==> src/rtl/fb_pkg.sv <==
// Shared types and constants for the foo/bar pair loader.
package fb_pkg;

    typedef enum logic [1:0] {
        LOAD_FOO,
        LOAD_BAR,
        HOLD
    } fb_state_e;

    localparam logic [31:0] FOO_RST        = 32'hFFFF_FFFA;
    localparam logic [31:0] BAR_RST        = 32'hFFFF_FFFB;
    localparam int unsigned CHECK_BITS_DEF = 10;

endpackage

==> src/rtl/fb_fifo.sv <==
// DEPTH x W synchronous FIFO; DEPTH must be a power of two so pointers wrap naturally.
module fb_fifo #(
    parameter int unsigned DEPTH = 4,
    parameter int unsigned W     = 32
) (
    input  logic                       clk,
    input  logic                       rst,
    input  logic                       push_i,
    input  logic                       pop_i,
    input  logic [W-1:0]               din_i,
    output logic [W-1:0]               dout_o,
    output logic [$clog2(DEPTH+1)-1:0] count_o,
    output logic                       full_o,
    output logic                       empty_o
);

    localparam int unsigned AW = $clog2(DEPTH);
    localparam int unsigned CW = $clog2(DEPTH+1);

    logic [W-1:0]  mem_q [DEPTH];
    logic [AW-1:0] wptr_q, wptr_d;
    logic [AW-1:0] rptr_q, rptr_d;
    logic [CW-1:0] count_q, count_d;
    logic          do_push, do_pop;

    assign full_o  = (count_q == CW'(DEPTH));
    assign empty_o = (count_q == '0);
    assign dout_o  = mem_q[rptr_q];
    assign count_o = count_q;

    always_comb begin
        do_push = push_i && !full_o;
        do_pop  = pop_i && !empty_o;
        wptr_d  = do_push ? wptr_q + 1'b1 : wptr_q;
        rptr_d  = do_pop  ? rptr_q + 1'b1 : rptr_q;
        count_d = count_q;
        case ({do_push, do_pop})
            2'b10:   count_d = count_q + CW'(1);
            2'b01:   count_d = count_q - CW'(1);
            default: count_d = count_q;
        endcase
    end

    // Storage needs no reset: stale words are unreachable once pointers are cleared.
    always_ff @(posedge clk) begin
        if (do_push) begin
            mem_q[wptr_q] <= din_i;
        end
    end

    always_ff @(posedge clk) begin
        if (rst) begin
            wptr_q  <= '0;
            rptr_q  <= '0;
            count_q <= '0;
        end else begin
            wptr_q  <= wptr_d;
            rptr_q  <= rptr_d;
            count_q <= count_d;
        end
    end

endmodule

==> src/rtl/fb_pair_loader.sv <==
// Buffers write words and loads them alternately into foo/bar, presenting each pair until acknowledged.
module fb_pair_loader
    import fb_pkg::*;
#(
    parameter int unsigned DEPTH      = 4,
    parameter int unsigned W          = 32,
    parameter int unsigned CHECK_BITS = CHECK_BITS_DEF
) (
    input  logic                       clk,
    input  logic                       rst,
    input  logic                       wr_valid,
    input  logic [W-1:0]               wdata,
    output logic                       wr_ready,
    input  logic                       rd,
    output logic                       pair_valid,
    output logic [W-1:0]               foo,
    output logic [W-1:0]               bar,
    output logic                       pair_ok,
    output logic                       err_seen,
    output logic [$clog2(DEPTH+1)-1:0] fifo_count
);

    localparam logic [W-1:0] FOO_INIT = W'(FOO_RST);
    localparam logic [W-1:0] BAR_INIT = W'(BAR_RST);

    fb_state_e     state_q, state_d;
    logic [W-1:0]  foo_q, foo_d;
    logic [W-1:0]  bar_q, bar_d;
    logic          err_q, err_d;
    logic          pv_q, pv_d;
    logic          pop;
    logic          fifo_full, fifo_empty;
    logic [W-1:0]  head;

    fb_fifo #(
        .DEPTH (DEPTH),
        .W     (W)
    ) u_fifo (
        .clk     (clk),
        .rst     (rst),
        .push_i  (wr_valid),
        .pop_i   (pop),
        .din_i   (wdata),
        .dout_o  (head),
        .count_o (fifo_count),
        .full_o  (fifo_full),
        .empty_o (fifo_empty)
    );

    assign wr_ready   = !fifo_full;
    assign pair_ok    = &(foo_q[CHECK_BITS-1:0] & bar_q[CHECK_BITS-1:0]);
    assign pair_valid = pv_q;
    assign foo        = foo_q;
    assign bar        = bar_q;
    assign err_seen   = err_q;

    always_comb begin
        state_d = state_q;
        foo_d   = foo_q;
        bar_d   = bar_q;
        err_d   = err_q;
        pop     = 1'b0;
        case (state_q)
            LOAD_FOO: begin
                if (!fifo_empty) begin
                    pop     = 1'b1;
                    foo_d   = head;
                    state_d = LOAD_BAR;
                end
            end
            LOAD_BAR: begin
                if (!fifo_empty) begin
                    pop     = 1'b1;
                    bar_d   = head;
                    state_d = HOLD;
                end
            end
            HOLD: begin
                if (rd) begin
                    state_d = LOAD_FOO;
                    if (!pair_ok) begin
                        err_d = 1'b1;
                    end
                end
            end
            default: state_d = LOAD_FOO;
        endcase
        // pair_valid is kept as its own flop so it is not a decode of the state bits.
        pv_d = (state_d == HOLD);
    end

    always_ff @(posedge clk) begin
        if (rst) begin
            state_q <= LOAD_FOO;
            foo_q   <= FOO_INIT;
            bar_q   <= BAR_INIT;
            err_q   <= 1'b0;
            pv_q    <= 1'b0;
        end else begin
            state_q <= state_d;
            foo_q   <= foo_d;
            bar_q   <= bar_d;
            err_q   <= err_d;
            pv_q    <= pv_d;
        end
    end

endmodule
==> config.mk <==
export PLATFORM = sky130hd
export DESIGN_NAME = fb_pair_loader
export DESIGN_NICKNAME = d
export VERILOG_FILES = /design/src/rtl/fb_pkg.sv /design/src/rtl/fb_fifo.sv /design/src/rtl/fb_pair_loader.sv
export SDC_FILE = /design/constraint.sdc
export NUM_CORES = 1
export LEC_CHECK = 0
export ABC_CLOCK_PERIOD_IN_PS = 5700
export BUFFER_PORTS_ARGS = -buffer_cell sky130_fd_sc_hd__buf_2
export CAP_MARGIN = 20
export CORE_ASPECT_RATIO = 1.1
export CORE_MARGIN = 4
export CORE_UTILIZATION = 48
export CTS_CLUSTER_SIZE = 8
export DETAILED_ROUTE_END_ITERATION = 8
export PLACE_DENSITY = 0.71
export SETUP_SLACK_MARGIN = 0.4
export SYNTH_ARGS = -nofsm -noshare
export SYNTH_HDL_FRONTEND = slang
export SYNTH_HIERARCHICAL = 1
export SYNTH_SLANG_ARGS = --single-unit
==> constraint.sdc <==
create_clock -name clk -period 5.7 [get_ports clk]
set_input_delay 0.285 -clock clk [delete_from_list [all_inputs] [get_ports clk]]
set_output_delay 0.285 -clock clk [all_outputs]
set_load 0.02 [all_outputs]
### After elaboration in Yosys (flattened, before gate mapping)

Memories as Yosys holds them, arrays and structs flattened. A register that Yosys moved wholly into a read port is not among the register bits.
Index checks and enable logic that the tools add are counted.

* register bits after elaboration: 75
* RAM bits: 128
* input bits: 36
* output and inout port bits: 71
* word-level logic and storage cells: 45
* memories kept: 1

* add/subtract/negate cells: 4
* equality and inequality tests: 6
* muxes and demuxes: 11
* bitwise logic cells: 3
* reductions and logical operators: 12

Memory list
* u_fifo.mem_q: depth 4, width 32, read ports 1, clocked after memory_dff 1, write ports 1, RTL line fb_fifo.sv:20 `logic [W-1:0] mem_q [DEPTH];`

Operators by type and width (number)
* $and 10x10->10: 1
* $mux 2: 5
* $reduce_and 10->1: 1
* $eq 2x2->1 const B: 3
* $pmux 2 s3: 1
* $pmux 3 s2: 1
* $add 2x1->2 const B: 2
* $eq 2x1->1 const B: 2
* $mux 1: 4
* $reduce_and 2->1: 2
* $add 3x1->3 const B: 1
* $eq 3x3->1 const B: 1
* $logic_not 3->1: 1
* $reduce_and 3->1: 1
* $sub 3x1->3 const B: 1
* $logic_and 1x1->1: 2
* $logic_not 1->1: 2
* $logic_not 2->1: 1
* $not 1->1: 2
* $reduce_bool 2->1: 1
* $reduce_or 2->1: 1

### Logic depth before layout (Yosys ltp)

Gate-level depths: netlist (run 1).

* depth after elaboration: 6
* depth in mapped cells: 10
* gate-level depth less buffers: 10

### By module

Netlist (run 1), hierarchy kept.

Modules (own cells, without submodules)
* fb_fifo: instances 1, cells an instance 221, area an instance 5143.7 um^2
* fb_pair_loader: instances 1, cells an instance 273, area an instance 2567.5 um^2

### Least setup slack after synthesis (run 1)

OpenSTA, ideal clock, no wires.

* path type: reg2reg
* start: register u_fifo.count_q[0] (netlist: u_fifo/count_o[0])
* end: register u_fifo.count_q[2] (netlist: u_fifo/count_o[2])
* setup time: 70 ps
* data arrival time: 2169 ps
* data required time: 5630 ps
* setup slack: 3461 ps
* cell stages (with the launch flop): 11
* clock period less this slack: 2239 ps
* path through: dfxtp_1 nor3_2 nor2_1 o31ai_2 inv_1 ha_1 inv_1 fa_1 xor2_1 or3_1 a21oi_1

* longest elaborated chain between the ends: 6
* elaborated cells on any way between the ends: 14
* classes of those cells: add/sub (2); eq/ne (3); mux (3); reduce/logical (6)

Ends and longest elaborated chain
* start, declared: RTL line fb_fifo.sv:23 `logic [CW-1:0] count_q, count_d;`
* start signal, assigned: RTL line fb_fifo.sv:59 `count_q <= count_d;`
* $logic_not 3->1 (*): RTL line fb_fifo.sv:27 `assign empty_o = (count_q == '0);`
* net fifo_empty: RTL line fb_pair_loader.sv:32 `logic fifo_full, fifo_empty;`
* $mux 1 (*): RTL line fb_pair_loader.sv:65, fb_pair_loader.sv:72
* $mux 1 (*)
* net pop: RTL line fb_pair_loader.sv:31 `logic pop;`
* $logic_and 1x1->1 (*): RTL line fb_fifo.sv:33 `do_pop = pop_i && !empty_o;`
* net u_fifo.do_pop: RTL line fb_fifo.sv:24 `logic do_push, do_pop;`
* $eq 2x1->1 or $eq 2x2->1 (tied branches): RTL line fb_fifo.sv:37 `case ({do_push, do_pop})`
* $pmux 3 s2 or $reduce_bool 2->1 (tied branches)

Mark *: on every way through the listed nets, which the timed path passes. The rest lies on a longest branch.
A chain may end at the register's enable or synchronous reset.

### Final worst setup path (run 1)

* start: register u_fifo.count_q[1] (netlist: u_fifo/count_o[1])
* end: register u_fifo.count_q[2] (netlist: u_fifo/count_o[2])

Same word-level chain as after synthesis.

==> impl_results.md, run 1 <==
* Latest clock arrival within the worst-skew pair at 0.51 ns
* Largest stage delay, worst path at 0.51 ns
* Synthesis Warnings at 6
* CP startpoint kind: register
* Placement Rows at 48
* Fillers at 1222
* Critical Path End Type: register
* Tmin final at 2.34 ns
* Crit Path Class: register to register
* # setup viols final at 0
* CP Data Arrival Time at 2.78 ns
* Final ANT Viol Nets at 0
* Core box area at 0.0157 mm2
* CTS tree: done
* Via count at 4524
* H-tree depth at 1
* Routed WL at 16000 um
* Final HPWL DP at 9620 um
* Commonest non-fill, non-tap cell in the layout: edfxtp_1
* Post-synthesis cell area at 0.00771 mm2
* Worst path bufs/invs at 2
* Xor and xnor area share after synthesis at 0.454%
* Area after DPL at 0.00835 mm2
* Netlist cell types at 33
* Initial core utilization at 49.0%
* Grt ovf at 0
* RSZ-0062 raised after global routing: no
* Hold crit path type: input pin to register
* Multiplexer area fraction after synthesis at 9.70%
* Max-capacitance violation count at 0
* Static leakage at 0.00341 uW
* Vias in the first global route at 4777
* CTS Buf Count at 29
* Root buffer cell: clkbuf_16
* Power Total at 4640 uW
* Diodes inserted at 0
* First-pass GRT wire length at 25800 um
* CTS clk-pin slew, worst paths at 0.05 ns
* Final Max Slew Viols at 0
* Full die area at 0.0182 mm2
* Max VDD drop at 273 uV
* Clock skew at 0.0167 ns
* Vias per cell at 5.26
* Post-synthesis simple-gate area fraction at 11.2%
* Bufs on Longest Clock Path at 3
* Layout cells sized above 1 at 27.7%
* Final Instance Count excl. Fillers at 860
* Commonest cells after routing, fill and taps aside: 128 x edfxtp_1, 106 x buf_2, 75 x dfxtp_1, 65 x nand2_1, 32 x dlygate4sd3_1
* Fin area at 0.00948 mm2
* Worst Max-Slew Pin Slew at 0.960 ns
* Req. time, crit path at 6.14 ns
* Largest net degree at the start of global routing at 78
* Final setup TNS at 0 ns
* Slew headroom at 36.0%
* Slowest-stage cell, CP: nor3_2
* Top_reg_cell synth: edfxtp_1
* Cell Chain, Critical Path: nor3_2, nor2_1, o31ai_2, inv_1, ha_1, inv_1, fa_1, xor2_1, or3_1, a21oi_1
* I/O Pins at 107
* Total Nets Final at 681
* Port buffer count at 106
* Cells after DPL at 776
* Fraction of the mapped netlist area in adder cells at 1.07%
* DRC errors left at 0
* Total Routing Usage GR at 17.9%
* Synth Area per Inst at 15.6 um2
* Async S/R FF share, synth at 0%
* Initial antenna violation count at 0
* Status: completed
* Initial DRC Count at 191
* Hold Vio Cnt, Final at 0
* Power Density at 490 mW/mm2
* Achievable Freq at 427 MHz
* Pre-antenna DRT Iters at 4
* Final RePlAce weighted congestion at 0.751
* Most frequent CP cell: inv_1
* Clk sink count at 205
* WHS at 0.140 ns
* Combinational family with the most area after synthesis: simple AND/OR/NAND/NOR gates
* Area Growth Syn to Fin at 22.9%
* Die H at 141 um
* Gate Count Post-Synth at 494
* Fin crit share at 41.1%
* Drt wl/cell at 18.6 um
* Seq/Total Area, Yosys at 69.8%
* Post-synth EDFFs at 128
* Syn Nets at 536
* Post-CTS setup buffers at 0
* #FFs+latches synth at 205
* Max Fanout on Critical Path at 7
* Top Family by Delay on Critical Path: simple AND/OR/NAND/NOR gates
* Compound-Gate Fraction of Synth Area at 4.53%
* Chip Width at 129 um
[layer usage]
| layer | GRT usage [%] | up-vias | routed length, um |
|---|---|---|---|
| met1 | 22.4 | 2272 | 6510 |
| met4 | 5.25 | 0 | 329 |
| li1 | - | 2124 | - |
| met2 | 31.9 | 105 | 8440 |
| met5 | 0 | - | 0 |
| met3 | 2.92 | 23 | 739 |
[state kept, by name, summed over array words and instances (netlist names), named ones only]
signal          flops
u_fifo/mem_q      128
bar                32
foo                32
u_fifo/count_o      3
state_q             2
u_fifo/rptr_q       2
u_fifo/wptr_q       2
err_seen            1
pair_valid          1
[metrics by stage]
step	setup slack, ns	utilization [%]
final	3.36	60.2
after global routing	3.14	60.2
after CTS	3.38	60.2
after detailed placement	3.39	53.0
after global placement	3.54	53.0
after floorplan	3.46	-
[where the power goes]
part | switching (uW) | internal (uW)
combinational | 733 | 448
clock | 566 | 942
sequential | 130 | 1820
total | 1430 | 3210
[logic make-up (layout without fill, tap and decap cells)]
family	after synthesis	count (layout)
fa+ha+maj	6	6
flops	205	205
compound gates	44	44
buf+inv	41	207
xor+xnor	4	4
mux	34	34
simple gates	160	160
[worst reg2reg max path: stages, from the launching register on]
cell and delay [ns]:
dfxtp_1 0.37, nor3_2 0.51, nor2_1 0.15, o31ai_2 0.12
inv_1 0.09, ha_1 0.21, inv_1 0.08, fa_1 0.18
xor2_1 0.08, or3_1 0.33, a21oi_1 0.15
[synthesized netlist by cell type (2+ instances only)]
library cell	count	area, um2
a211o_1	31	272
a21oi_1	6	30.0
a31oi_1	2	12.5
and2_1	5	31.3
buf_12	3	60.1
buf_2	4	20.0
buf_4	4	30.0
buf_6	3	33.8
clkbuf_1	15	56.3
dfxtp_1	77	1540
edfxtp_1	128	3840
ha_1	5	62.6
inv_1	11	41.3
mux2i_1	2	20.0
mux4_1	2	52.6
mux4_2	30	676
nand2_1	65	244
nand2b_1	2	12.5
nand3b_1	30	225
nand4_1	5	31.3
nor2_1	11	41.3
nor2b_1	31	194
nor3_1	4	20.0
o21ai_0	3	15.0
or3_1	4	25.0
xor2_1	4	35.0
[what timing repair did]
action / in CTS / in global routing
hold buffers: 32 / 0
resized for setup: 0 / 0
hold endpoints to repair: 128 / 0
[worst paths after layout]
check,from,end,slack [ns],cells past startpoint
setup / recovery,u_fifo/count_o[1]$_SDFFE_PP0P_,u_fifo/count_o[2]$_SDFFE_PP0P_,3.36,10
hold / removal,rd,pair_valid$_SDFF_PP0_,0.14,4
setup reg to reg,u_fifo/count_o[1]$_SDFFE_PP0P_,u_fifo/count_o[2]$_SDFFE_PP0P_,3.36,10
hold reg to reg,foo[16]$_SDFFE_PP1P_,foo[16]$_SDFFE_PP1P_,0.46,2
[layout make-up]
type                       count  area (um2)  area share, %
clock inverter                 1        5.00         0.0528
tap                          200         250           2.64
timing repair buffer         144         896           9.45
inverter                      11        41.3          0.436
clock buffer                  51         808           8.53
multi-input combinational    248        2090           22.1
sequential                   205        5390           56.8
No activity file was read; power rests on OpenSTA's default activity.
==> inputs of run 2 (changes only) <==
Settings changed: ABC_CLOCK_PERIOD_IN_PS 5700 to 2400.
Clock period 5.7 ns to 2.4 ns, I/O delays scaled along.
==> run 2 against run 1 <==
Against the previous run:
- power up 140%
- register-to-register slack worse by 3.0 ns
- design area up 3.0%
- combinational power rose to 2.6 times the previous value
- first-iteration DRC count up 39%
- clock power up 140%
- critical endpoint unchanged
- highest routed layer unchanged
==> impl_results.md, run 2 (synthesis results as in run 1) <==
* Fillers at 1177 (was 1222)
* Grt ovf at 0 (unchanged)
* RSZ-0062 raised after global routing: yes (was no)
* Die H at 141 um (unchanged)
* CP startpoint kind: register (unchanged)
* Final HPWL DP at 10600 um (was 9620 um)
* Req. time, crit path at 2.83 ns (was 6.14 ns)
* Worst hold endpoint: u_fifo/wptr_q[0]$_SDFFE_PP0P_ (was pair_valid$_SDFF_PP0_)
* Most frequent CP cell: inv_1 (unchanged)
* Root buffer cell: clkbuf_16 (unchanged)
* Status: completed (unchanged)
* Commonest cells after routing, fill and taps aside: 128 x edfxtp_1, 106 x buf_2, 72 x dfxtp_1, 65 x nand2_1, 33 x dlygate4sd3_1 (was 128 x edfxtp_1, 106 x buf_2, 75 x dfxtp_1, 65 x nand2_1, 32 x dlygate4sd3_1)
* Layout cells sized above 1 at 30.9% (was 27.7%)
* Power Density at 1160 mW/mm2 (was 490 mW/mm2)
* Max-capacitance violation count at 0 (unchanged)
* First-pass GRT wire length at 26900 um (was 25800 um)
* Port buffer count at 106 (unchanged)
* Vias in the first global route at 4989 (was 4777)
* Fin crit share at 84.4% (was 41.1%)
* Cell Chain, Critical Path: nor3b_4, nor2_4, inv_1, ha_2, inv_1, fa_2, xor2_1, or3_1, a21oi_1 (was nor3_2, nor2_1, o31ai_2, inv_1, ha_1, inv_1, fa_1, xor2_1, or3_1, a21oi_1)
* Bufs on Longest Clock Path at 3 (unchanged)
* Commonest non-fill, non-tap cell in the layout: edfxtp_1 (unchanged)
* Pre-antenna DRT Iters at 5 (was 4)
* Vias per cell at 5.28 (was 5.26)
* Max Fanout on Critical Path at 6 (was 7)
* Hold Vio Cnt, Final at 0 (unchanged)
* Achievable Freq at 494 MHz (was 427 MHz)
* Area Growth Syn to Fin at 26.7% (was 22.9%)
* Initial core utilization at 49.0% (unchanged)
* R2r endpoint: u_fifo/count_o[2]$_SDFFE_PP0P_ (unchanged)
* DRC errors left at 0 (unchanged)
* Routed WL at 16800 um (was 16000 um)
* Top Family by Delay on Critical Path: simple AND/OR/NAND/NOR gates (unchanged)
* Crit Path Class: register to register (unchanged)
* Worst path bufs/invs at 2 (unchanged)
* Initial DRC Count at 266 (was 191)
* R2R Path Start: u_fifo/count_o[2]$_SDFFE_PP0P_ (was u_fifo/count_o[1]$_SDFFE_PP0P_)
* CTS tree: done (unchanged)
* Max reg flops at 128 (unchanged)
* Final ANT Viol Nets at 0 (unchanged)
* Clk sink count at 205 (unchanged)
* Total Nets Final at 702 (was 681)
* Hold path startpoint: wr_valid (was rd)
* I/O Pins at 107 (unchanged)
* Worst Hold Depth at 4 (unchanged)
* Chip Width at 129 um (unchanged)
* Final setup TNS at 0 ns (unchanged)
* Reg with most FFs: u_fifo/mem_q (unchanged)
* CTS clk-pin slew, worst paths at 0.05 ns (about the same)
* Slew headroom at 52.9% (was 36.0%)
* Largest net degree at the start of global routing at 49 (was 78)
* Max VDD drop at 627 uV (was 273 uV)
* Hold crit path type: input pin to register (unchanged)
* Worst reg-to-reg setup slack at 0.37 ns (was 3.36 ns)
* Worst Reg-to-Reg Cells at 9 (was 10)
* # setup viols final at 0 (unchanged)
* Final RePlAce weighted congestion at 0.804 (was 0.751)
* Core Util, Final at 62.1% (was 60.2%)
* Area after DPL at 0.00854 mm2 (was 0.00835 mm2)
* Placement Rows at 48 (unchanged)
* Latest clock arrival within the worst-skew pair at 0.52 ns (was 0.51 ns)
* Slowest-stage cell, CP: dfxtp_4 (was nor3_2)
* Drt wl/cell at 18.9 um (was 18.6 um)
* Static leakage at 0.00354 uW (was 0.00341 uW)
* Total Routing Usage GR at 18.8% (was 17.9%)
* Initial antenna violation count at 0 (unchanged)
* CTS Buf Count at 29 (unchanged)
* Core box area at 0.0157 mm2 (unchanged)
* CP Data Arrival Time at 2.45 ns (was 2.78 ns)
* Largest stage delay, worst path at 0.37 ns (was 0.51 ns)
* H-tree depth at 1 (unchanged)
* Via count at 4667 (was 4524)
* Clock skew at 0.0174 ns (was 0.0167 ns)
* Tmin final at 2.03 ns (was 2.34 ns)
* Worst Max-Slew Pin Slew at 0.706 ns (was 0.960 ns)
* Critical Path End Type: register (unchanged)
* Full die area at 0.0182 mm2 (unchanged)
* Final Max Slew Viols at 0 (unchanged)
* Fin area at 0.00977 mm2 (was 0.00948 mm2)
[run 2: changes by cell type in the layout (fill, tap and decap cells not counted), moves of 2 or more]
| cell | before | now |
|---|---|---|
| dfxtp_1 | 75 | 72 |
| buf_4 | 6 | 20 |
| dfxtp_4 | 0 | 3 |
| nor2_1 | 11 | 9 |
| buf_12 | 0 | 6 |
[run 2: layer usage]
metal / share of wire, % / up-vias / GRT usage (%) / wire, um
met5: 0 / - / 0 / 0
met4: 1.7 / 0 / 5.47 / 280
met3: 6.4 / 28 / 3.60 / 1060
met2: 51 / 155 / 32.5 / 8580
met1: 41 / 2306 / 24.2 / 6830
li1: - / 2178 / - / -
[run 2: power by group]
| part | total [uW] | internal, uW | switching, uW |
|---|---|---|---|
| Sequential | 4620 | 4330 | 286 |
| Combinational | 3070 | 1220 | 1850 |
| Clock | 3620 | 2250 | 1370 |
[run 2: how the worst max path moves through the flow]
stage / end / slack [ns] / start / cells after the start
2_1_floorplan: u_fifo/count_o[2]$_SDFFE_PP0P_ / 0.41 / u_fifo/count_o[0]$_SDFFE_PP0P_ / 10
3_3_place_gp: u_fifo/count_o[2]$_SDFFE_PP0P_ / 0.39 / u_fifo/count_o[1]$_SDFFE_PP0P_ / 9
3_5_place_dp: u_fifo/count_o[2]$_SDFFE_PP0P_ / 0.27 / u_fifo/count_o[2]$_SDFFE_PP0P_ / 9
4_1_cts: u_fifo/count_o[2]$_SDFFE_PP0P_ / 0.42 / u_fifo/count_o[2]$_SDFFE_PP0P_ / 9
5_1_grt: u_fifo/count_o[2]$_SDFFE_PP0P_ / 0.31 / u_fifo/count_o[2]$_SDFFE_PP0P_ / 9
6_report: u_fifo/count_o[2]$_SDFFE_PP0P_ / 0.37 / u_fifo/count_o[2]$_SDFFE_PP0P_ / 9
[run 2: area by class of cell]
| cell class | count | area (um2) | area share, % |
|---|---|---|---|
| tap | 200 | 250 | 2.56 |
| clock inverter | 2 | 13.8 | 0.141 |
| timing repair buffer | 165 | 1130 | 11.6 |
| sequential | 205 | 5400 | 55.3 |
| inverter | 11 | 41.3 | 0.423 |
| antenna | 1 | 2.50 | 0.0256 |
| multi-input combinational | 248 | 2120 | 21.7 |
| clock buffer | 52 | 812 | 8.31 |
[run 2: worst register-to-register path, cell delays in order, from the launching register on]
cell     delay (ns)
dfxtp_4        0.37
nor3b_4        0.25
nor2_4         0.07
inv_1          0.07
ha_2           0.18
inv_1          0.05
fa_2           0.33
xor2_1         0.16
or3_1          0.32
a21oi_1        0.14
[run 2: timing repair]
item                                    CTS  global route
pin swaps                                 3             0
hold endpoints to repair                129             0
hold buffers                             33             0
setup buffers                             8             0
endpoints found under the setup margin    1             1
gates resized for setup                   3             0
[run 2: metrics by stage]
step	hold WS (ns)	cells	worst slack, ns	power, uW
after CTS	0.0489	883	0.416	11400
after global placement	0.331	788	0.393	7510
final	0.0903	884	0.375	11300
after detailed placement	0.340	788	0.265	7640
after global routing	0.0871	883	0.310	11900
after floorplan	0.219	494	0.413	6660
